==> config.mk <==
export PLATFORM = sky130hd
export DESIGN_NAME = spi_slave_shifter
export DESIGN_NICKNAME = d
export VERILOG_FILES = /design/src/rtl/spi_slave_shifter.sv
export SDC_FILE = /design/constraint.sdc
export NUM_CORES = 1
export LEC_CHECK = 0
export BUFFER_PORTS_ARGS = -buffer_cell sky130_fd_sc_hd__buf_4
export CORE_MARGIN = 2
export CORE_UTILIZATION = 40
export CTS_CLUSTER_DIAMETER = 60
export CTS_CLUSTER_SIZE = 30
export DETAILED_ROUTE_END_ITERATION = 7
export PLACE_DENSITY_LB_ADDON = 0.12
export SLEW_MARGIN = 0
export SYNTH_ARGS = -nofsm -noshare
export SYNTH_HDL_FRONTEND = slang
export SYNTH_SLANG_ARGS = --single-unit
==> constraint.sdc <==
create_clock -name clk_i -period 2.47 [get_ports clk_i]
set_clock_uncertainty 0.1 [all_clocks]
set_input_delay 0.247 -clock clk_i [delete_from_list [all_inputs] [get_ports clk_i]]
set_output_delay 0.247 -clock clk_i [all_outputs]
set_load 0.01 [all_outputs]
==> src/rtl/spi_slave_shifter.sv <==
// spi_slave_shifter
//   SPI target-side serial engine. It synchronizes the pad SCK/NSS/MOSI into
//   clk_i, detects sample and shift edges for all four CPOL/CPHA modes, and
//   moves 8-bit frames between the pads and valid/ready byte interfaces.
//
// Ports
//   clk_i, rst_n_i            system clock, async active-low reset
//   en_i                      block enable (low forces IDLE, edges ignored)
//   cpol_i, cpha_i, lsb_i     mode select (change only while idle)
//   spi_sck_i/nss_i/mosi_i    asynchronous pad inputs
//   spi_miso_o, spi_miso_en_o MISO data and pad output-enable
//   tx_data_i/valid_i/ready_o tx holding-register handshake
//   rx_data_o/valid_o/ready_i received-byte handshake
//   rx_overrun_o              pulse: completed byte dropped (rx still full)
//   tx_underrun_o             pulse: 8'hFF loaded because holding was empty
//   busy_o                    frame in progress
module spi_slave_shifter #(
  parameter int unsigned SYNC_STAGES = 2
) (
  input  logic       clk_i,
  input  logic       rst_n_i,
  input  logic       en_i,
  input  logic       cpol_i,
  input  logic       cpha_i,
  input  logic       lsb_i,
  input  logic       spi_sck_i,
  input  logic       spi_nss_i,
  input  logic       spi_mosi_i,
  output logic       spi_miso_o,
  output logic       spi_miso_en_o,
  input  logic [7:0] tx_data_i,
  input  logic       tx_valid_i,
  output logic       tx_ready_o,
  output logic [7:0] rx_data_o,
  output logic       rx_valid_o,
  input  logic       rx_ready_i,
  output logic       rx_overrun_o,
  output logic       tx_underrun_o,
  output logic       busy_o
);

  localparam logic [0:0] ST_IDLE   = 1'b0;
  localparam logic [0:0] ST_ACTIVE = 1'b1;

  logic [SYNC_STAGES-1:0] sck_sync_q,  sck_sync_d;
  logic [SYNC_STAGES-1:0] nss_sync_q,  nss_sync_d;
  logic [SYNC_STAGES-1:0] mosi_sync_q, mosi_sync_d;
  logic                   sck_dly_q,   sck_dly_d;
  logic                   nss_dly_q,   nss_dly_d;

  logic [0:0] state_q,     state_d;
  logic [2:0] cnt_q,       cnt_d;
  logic [7:0] rx_shift_q,  rx_shift_d;
  logic [7:0] tx_shift_q,  tx_shift_d;
  logic [7:0] hold_q,      hold_d;
  logic       hold_full_q, hold_full_d;
  logic [7:0] rx_data_q,   rx_data_d;
  logic       rx_valid_q,  rx_valid_d;
  logic       rx_ovr_q,    rx_ovr_d;
  logic       tx_und_q,    tx_und_d;
  logic       miso_q,      miso_d;
  logic       miso_en_q,   miso_en_d;

  logic       sck_s, nss_s, mosi_s;
  logic       sck_rise, sck_fall, nss_rise, nss_fall;
  logic       lead_edge, trail_edge, sample_edge, shift_edge;
  logic       tx_load, capture;
  logic [7:0] rx_byte;

  // MOSI shares the SCK synchronizer depth, so the MOSI value seen on the
  // cycle an SCK edge is detected is the pad level at that pad edge.
  always_comb begin
    sck_sync_d  = {sck_sync_q[SYNC_STAGES-2:0],  spi_sck_i};
    nss_sync_d  = {nss_sync_q[SYNC_STAGES-2:0],  spi_nss_i};
    mosi_sync_d = {mosi_sync_q[SYNC_STAGES-2:0], spi_mosi_i};
    sck_s       = sck_sync_q[SYNC_STAGES-1];
    nss_s       = nss_sync_q[SYNC_STAGES-1];
    mosi_s      = mosi_sync_q[SYNC_STAGES-1];
    sck_dly_d   = sck_s;
    nss_dly_d   = nss_s;
    sck_rise    = sck_s & ~sck_dly_q;
    sck_fall    = ~sck_s & sck_dly_q;
    nss_rise    = nss_s & ~nss_dly_q;
    nss_fall    = ~nss_s & nss_dly_q;
    lead_edge   = cpol_i ? sck_fall : sck_rise;
    trail_edge  = cpol_i ? sck_rise : sck_fall;
    sample_edge = cpha_i ? trail_edge : lead_edge;
    shift_edge  = cpha_i ? lead_edge  : trail_edge;
  end

  always_comb begin
    state_d     = state_q;
    cnt_d       = cnt_q;
    rx_shift_d  = rx_shift_q;
    tx_shift_d  = tx_shift_q;
    hold_d      = hold_q;
    hold_full_d = hold_full_q;
    rx_data_d   = rx_data_q;
    rx_valid_d  = rx_valid_q;
    rx_ovr_d    = 1'b0;
    tx_und_d    = 1'b0;
    tx_load     = 1'b0;
    capture     = tx_valid_i & ~hold_full_q;
    rx_byte     = lsb_i ? {mosi_s, rx_shift_q[7:1]} : {rx_shift_q[6:0], mosi_s};

    if (rx_valid_q && rx_ready_i) rx_valid_d = 1'b0;

    case (state_q)
      ST_IDLE: begin
        if (en_i && nss_fall) begin
          state_d    = ST_ACTIVE;
          cnt_d      = '0;
          rx_shift_d = '0;
          // CPHA=0 must present bit 0 before the first (sampling) edge;
          // CPHA=1 loads on the first leading edge instead.
          if (!cpha_i) tx_load    = 1'b1;
          else         tx_shift_d = '1;
        end
      end
      default: begin
        if (!en_i || nss_rise) begin
          state_d    = ST_IDLE;
          cnt_d      = '0;
          rx_shift_d = '0;
        end else begin
          if (sample_edge) begin
            rx_shift_d = rx_byte;
            cnt_d      = cnt_q + 3'd1;
            if (cnt_q == 3'd7) begin
              // A consumer acknowledging in the same cycle frees the slot.
              if (!rx_valid_q || rx_ready_i) begin
                rx_data_d  = rx_byte;
                rx_valid_d = 1'b1;
              end else begin
                rx_ovr_d   = 1'b1;
              end
            end
          end
          if (shift_edge) begin
            if (cnt_q == 3'd0) tx_load = 1'b1;
            else if (lsb_i)    tx_shift_d = {1'b1, tx_shift_q[7:1]};
            else               tx_shift_d = {tx_shift_q[6:0], 1'b1};
          end
        end
      end
    endcase

    if (tx_load) begin
      if (hold_full_q) begin
        tx_shift_d  = hold_q;
        hold_full_d = 1'b0;
      end else begin
        tx_shift_d  = '1;
        tx_und_d    = 1'b1;
      end
    end

    // Capture only happens when holding is empty, so a simultaneous load
    // has already sent 8'hFF and the new byte waits for the next load.
    if (capture) begin
      hold_d      = tx_data_i;
      hold_full_d = 1'b1;
    end

    miso_d    = lsb_i ? tx_shift_d[0] : tx_shift_d[7];
    miso_en_d = (state_d == ST_ACTIVE);
  end

  always_ff @(posedge clk_i or negedge rst_n_i) begin
    if (!rst_n_i) begin
      sck_sync_q  <= '0;
      nss_sync_q  <= '1;
      mosi_sync_q <= '0;
      sck_dly_q   <= 1'b0;
      nss_dly_q   <= 1'b1;
      state_q     <= ST_IDLE;
      cnt_q       <= '0;
      rx_shift_q  <= '0;
      tx_shift_q  <= '1;
      hold_q      <= '0;
      hold_full_q <= 1'b0;
      rx_data_q   <= '0;
      rx_valid_q  <= 1'b0;
      rx_ovr_q    <= 1'b0;
      tx_und_q    <= 1'b0;
      miso_q      <= 1'b1;
      miso_en_q   <= 1'b0;
    end else begin
      sck_sync_q  <= sck_sync_d;
      nss_sync_q  <= nss_sync_d;
      mosi_sync_q <= mosi_sync_d;
      sck_dly_q   <= sck_dly_d;
      nss_dly_q   <= nss_dly_d;
      state_q     <= state_d;
      cnt_q       <= cnt_d;
      rx_shift_q  <= rx_shift_d;
      tx_shift_q  <= tx_shift_d;
      hold_q      <= hold_d;
      hold_full_q <= hold_full_d;
      rx_data_q   <= rx_data_d;
      rx_valid_q  <= rx_valid_d;
      rx_ovr_q    <= rx_ovr_d;
      tx_und_q    <= tx_und_d;
      miso_q      <= miso_d;
      miso_en_q   <= miso_en_d;
    end
  end

  assign spi_miso_o    = miso_q;
  assign spi_miso_en_o = miso_en_q;
  assign tx_ready_o    = ~hold_full_q;
  assign rx_data_o     = rx_data_q;
  assign rx_valid_o    = rx_valid_q;
  assign rx_overrun_o  = rx_ovr_q;
  assign tx_underrun_o = tx_und_q;
  assign busy_o        = (state_q == ST_ACTIVE);

endmodule

==> impl_metrics.toml <==
[run_status]
status = "complete, no violations"

[finish]
diodes = 0
nets = 254
finalNonFillerCells = 305
final_area_um2 = 2800
syn2layout_area_growth_pct = 19.7
final_layout_size_suffix_gt1_share_pct = 36.9

[logic_synthesis]
yosys.area.top_type_share_pct = 39.5
synth_commonest_cells = "37 x dfrtp_1, 22 x mux2i_1, 18 x nor2_1, 15 x nand2_1, 13 x mux2_2"
ys_types = 35
synth_nets = 214
synth_edf_count = 0
synth_area_um2 = 2340
yosys.area.top_type = "dfrtp_1"
synthFlopType = "dfrtp_1"
yosysMostFrequentCell = "dfrtp_1"
synthCells = 192
synth.area.top_cells = "dfrtp_1 40%, dfstp_2 13%, mux2i_1 9.4%"
yosys_register_bits = 49
synth_warnings = 0
synth_async_sr_flop_share_pct = 100
syn_area_per_cell_um2 = 12.2
ys_seq_area_share_pct = 53.0

[drt]
drc = 0
vias = 1476
routed_wl_um = 4250
vias_per_cell = 4.84
drtIter0Drc = 78
ant_nets = 0
first_pass_iters = 4
routedWlPerCell_um = 13.9

[cts]
cts_sinks = 49
cts_made_buffers = 5
cts_resized = 0
cts_setup_buffers = 0
cts_buffer_depth = 2
postCtsHoldBufs = 4
cts_tree = "built"
clkLatencyLatePin_ps = 300
cts-root-buf = "clkbuf_8"
htreeDepth = 2
path_clk_slew_ps = 90

[global_routing]
antenna_found_initial = 0
grt_max_degree = 50
grt_pass1_vias = 1630
grt-ovfl-total = 0
grt_usage_pct = 15.2
grt_pass1_wl_um = 7670

[timing]
hold_ws_ps = 77.1
worst_pin_slew_ps = 606
relSlewSlack_pct = 59.6
min_period_ps = 2110
timing.final.ws_setup_ps = 362
finalHoldViolations = 0
setup_viol = 0
drv_slew = 0
rsz0062_at_grt = "no"
min_period_over_period_pct = 85.3
tns_ps = 0
fmax_ghz = 0.474

[placed_design]
place.gp.congestion = 0.823
pre_cts_slack_ps = 316
placement.cell_area_um2 = 2650
placedCellCount = 293
port_buffers = 33
place_hpwl_um = 3090

[hold_path]
hold_depth = 2
hold_class = "primary input to flip-flop"

[critical_path]
path_class = "flip-flop to flip-flop"
cpMaxStageDelayCell = "and4bb_2"
startpoint_type = "flip-flop"
critPathMaxStageDelay_ps = 550
reg2reg_depth = 4
worstPathRequired_ps = 2590
arrival_ps = 2230
end_kind = "flip-flop"
path_max_fanout = 13
crit_chain = "and4bb_2 > nand2b_1 > buf_4 > mux2i_1"

[power]
p_per_area_nw_per_um2 = 712
leakagePower_nw = 1.28
ir_worst_vdd_uv = 451

[floorplanning]
initial_core_util_pct = 42.0
core-area_um2 = 5570
io_pins = 34
die-area_um2 = 6480
fp.dieW_um = 80.5
std_cell_rows = 27
dieHeight_um = 80.5

[run]
maxCapViolCount = 0
==> cells by family after synthesis <==
kind of cell    count (synthesis)  share of synthesized area [%]
xor+xnor                        1                          0.695
simple gates                   55                           11.6
compound gates                 22                           8.76
fa+ha+maj                       3                           1.60
buf+inv                        21                           4.91
mux                            41                           19.4
flops                          49                           53.0
==> metal layers <==
metal / part of all wire (%) / vias to the layer above / wire, um / GRT usage, %
li1: - / 729 / - / -
met1: 49 / 718 / 2080 / 21.1
met3: 4.0 / 5 / 168 / 3.37
met2: 46 / 24 / 1950 / 23.7
met5: 0 / - / 0 / 0
met4: 1.0 / 0 / 44 / 4.92
==> state kept, by name, indices dropped and copies added, names as in the netlist <==
signal	count
tx_underrun_o	1
spi_miso_o	1
cnt_q	3
hold_full_q	1
hold_q	8
sck_dly_q	1
rx_shift_q	8
rx_data_o	8
rx_overrun_o	1
nss_dly_q	1
nss_sync_q	2
spi_miso_en_o	1
rx_valid_o	1
mosi_sync_q	2
tx_shift_q	8
sck_sync_q	2
==> placed cells by master (no fill, tap or decap), types with 2 or more instances in the layout <==
cell type	count
nand3_1	4
o21ai_0	3
clkbuf_8	6
a21oi_1	6
mux2_2	13
buf_4	38
ha_1	3
nor2_1	18
mux2i_1	22
mux2_4	5
dlygate4sd3_1	4
nor2b_1	4
o2bb2ai_1	6
inv_1	12
nand2b_1	7
dfrtp_1	37
o31ai_4	2
dfstp_2	12
nand2_1	15
==> critical path: cells and delay by family, from the launching register on <==
family	cells	cell delay (ps)
muxes	1	210
DFF	1	440
and+or+nand+nor	2	1050
buffers and inverters	1	230
==> layout make-up <==
type                       instances  area (um2)
clock inverter                     1        30.0
sequential                        49        1240
tap                               72        90.1
fill                             531        2770
multi-input combinational        122         986
timing repair buffer              42         325
clock buffer                       7        86.3
inverter                          12        45.0
==> power by group <==
| part | internal [mW] | total (mW) | switching [mW] |
|---|---|---|---|
| sequential | 0.961 | 1.05 | 0.0917 |
| clock | 0.330 | 0.587 | 0.257 |
| combinational | 0.204 | 0.358 | 0.153 |
==> per-stage QoR <==
stage                     total power, mW  utilization, %
after floorplan                      1.30               -
after global placement               1.41            47.5
after detailed placement             1.43            47.5
after CTS                            2.03            50.3
after global routing                 2.12            50.3
final                                2.00            50.3
==> final timing paths <==
path | startpoint | endpoint | slack (ps)
worst min-delay path | tx_data_i[1] | hold_q[1]$_DFFE_PN0P_ | 80
max in group asynchronous | rst_n_i | rx_shift_q[7]$_DFFE_PN0P_ | 1470
min in group asynchronous | rst_n_i | sck_dly_q$_DFF_PN0_ | 400
worst min register to register | sck_sync_q[0]$_DFF_PN0_ | sck_sync_q[1]$_DFF_PN0_ | 250
worst max-delay path | spi_miso_en_o$_DFF_PN0_ | rx_shift_q[4]$_DFFE_PN0P_ | 360
worst max register to register | spi_miso_en_o$_DFF_PN0_ | rx_shift_q[4]$_DFFE_PN0P_ | 360
Power figures use the tool's default switching activity.
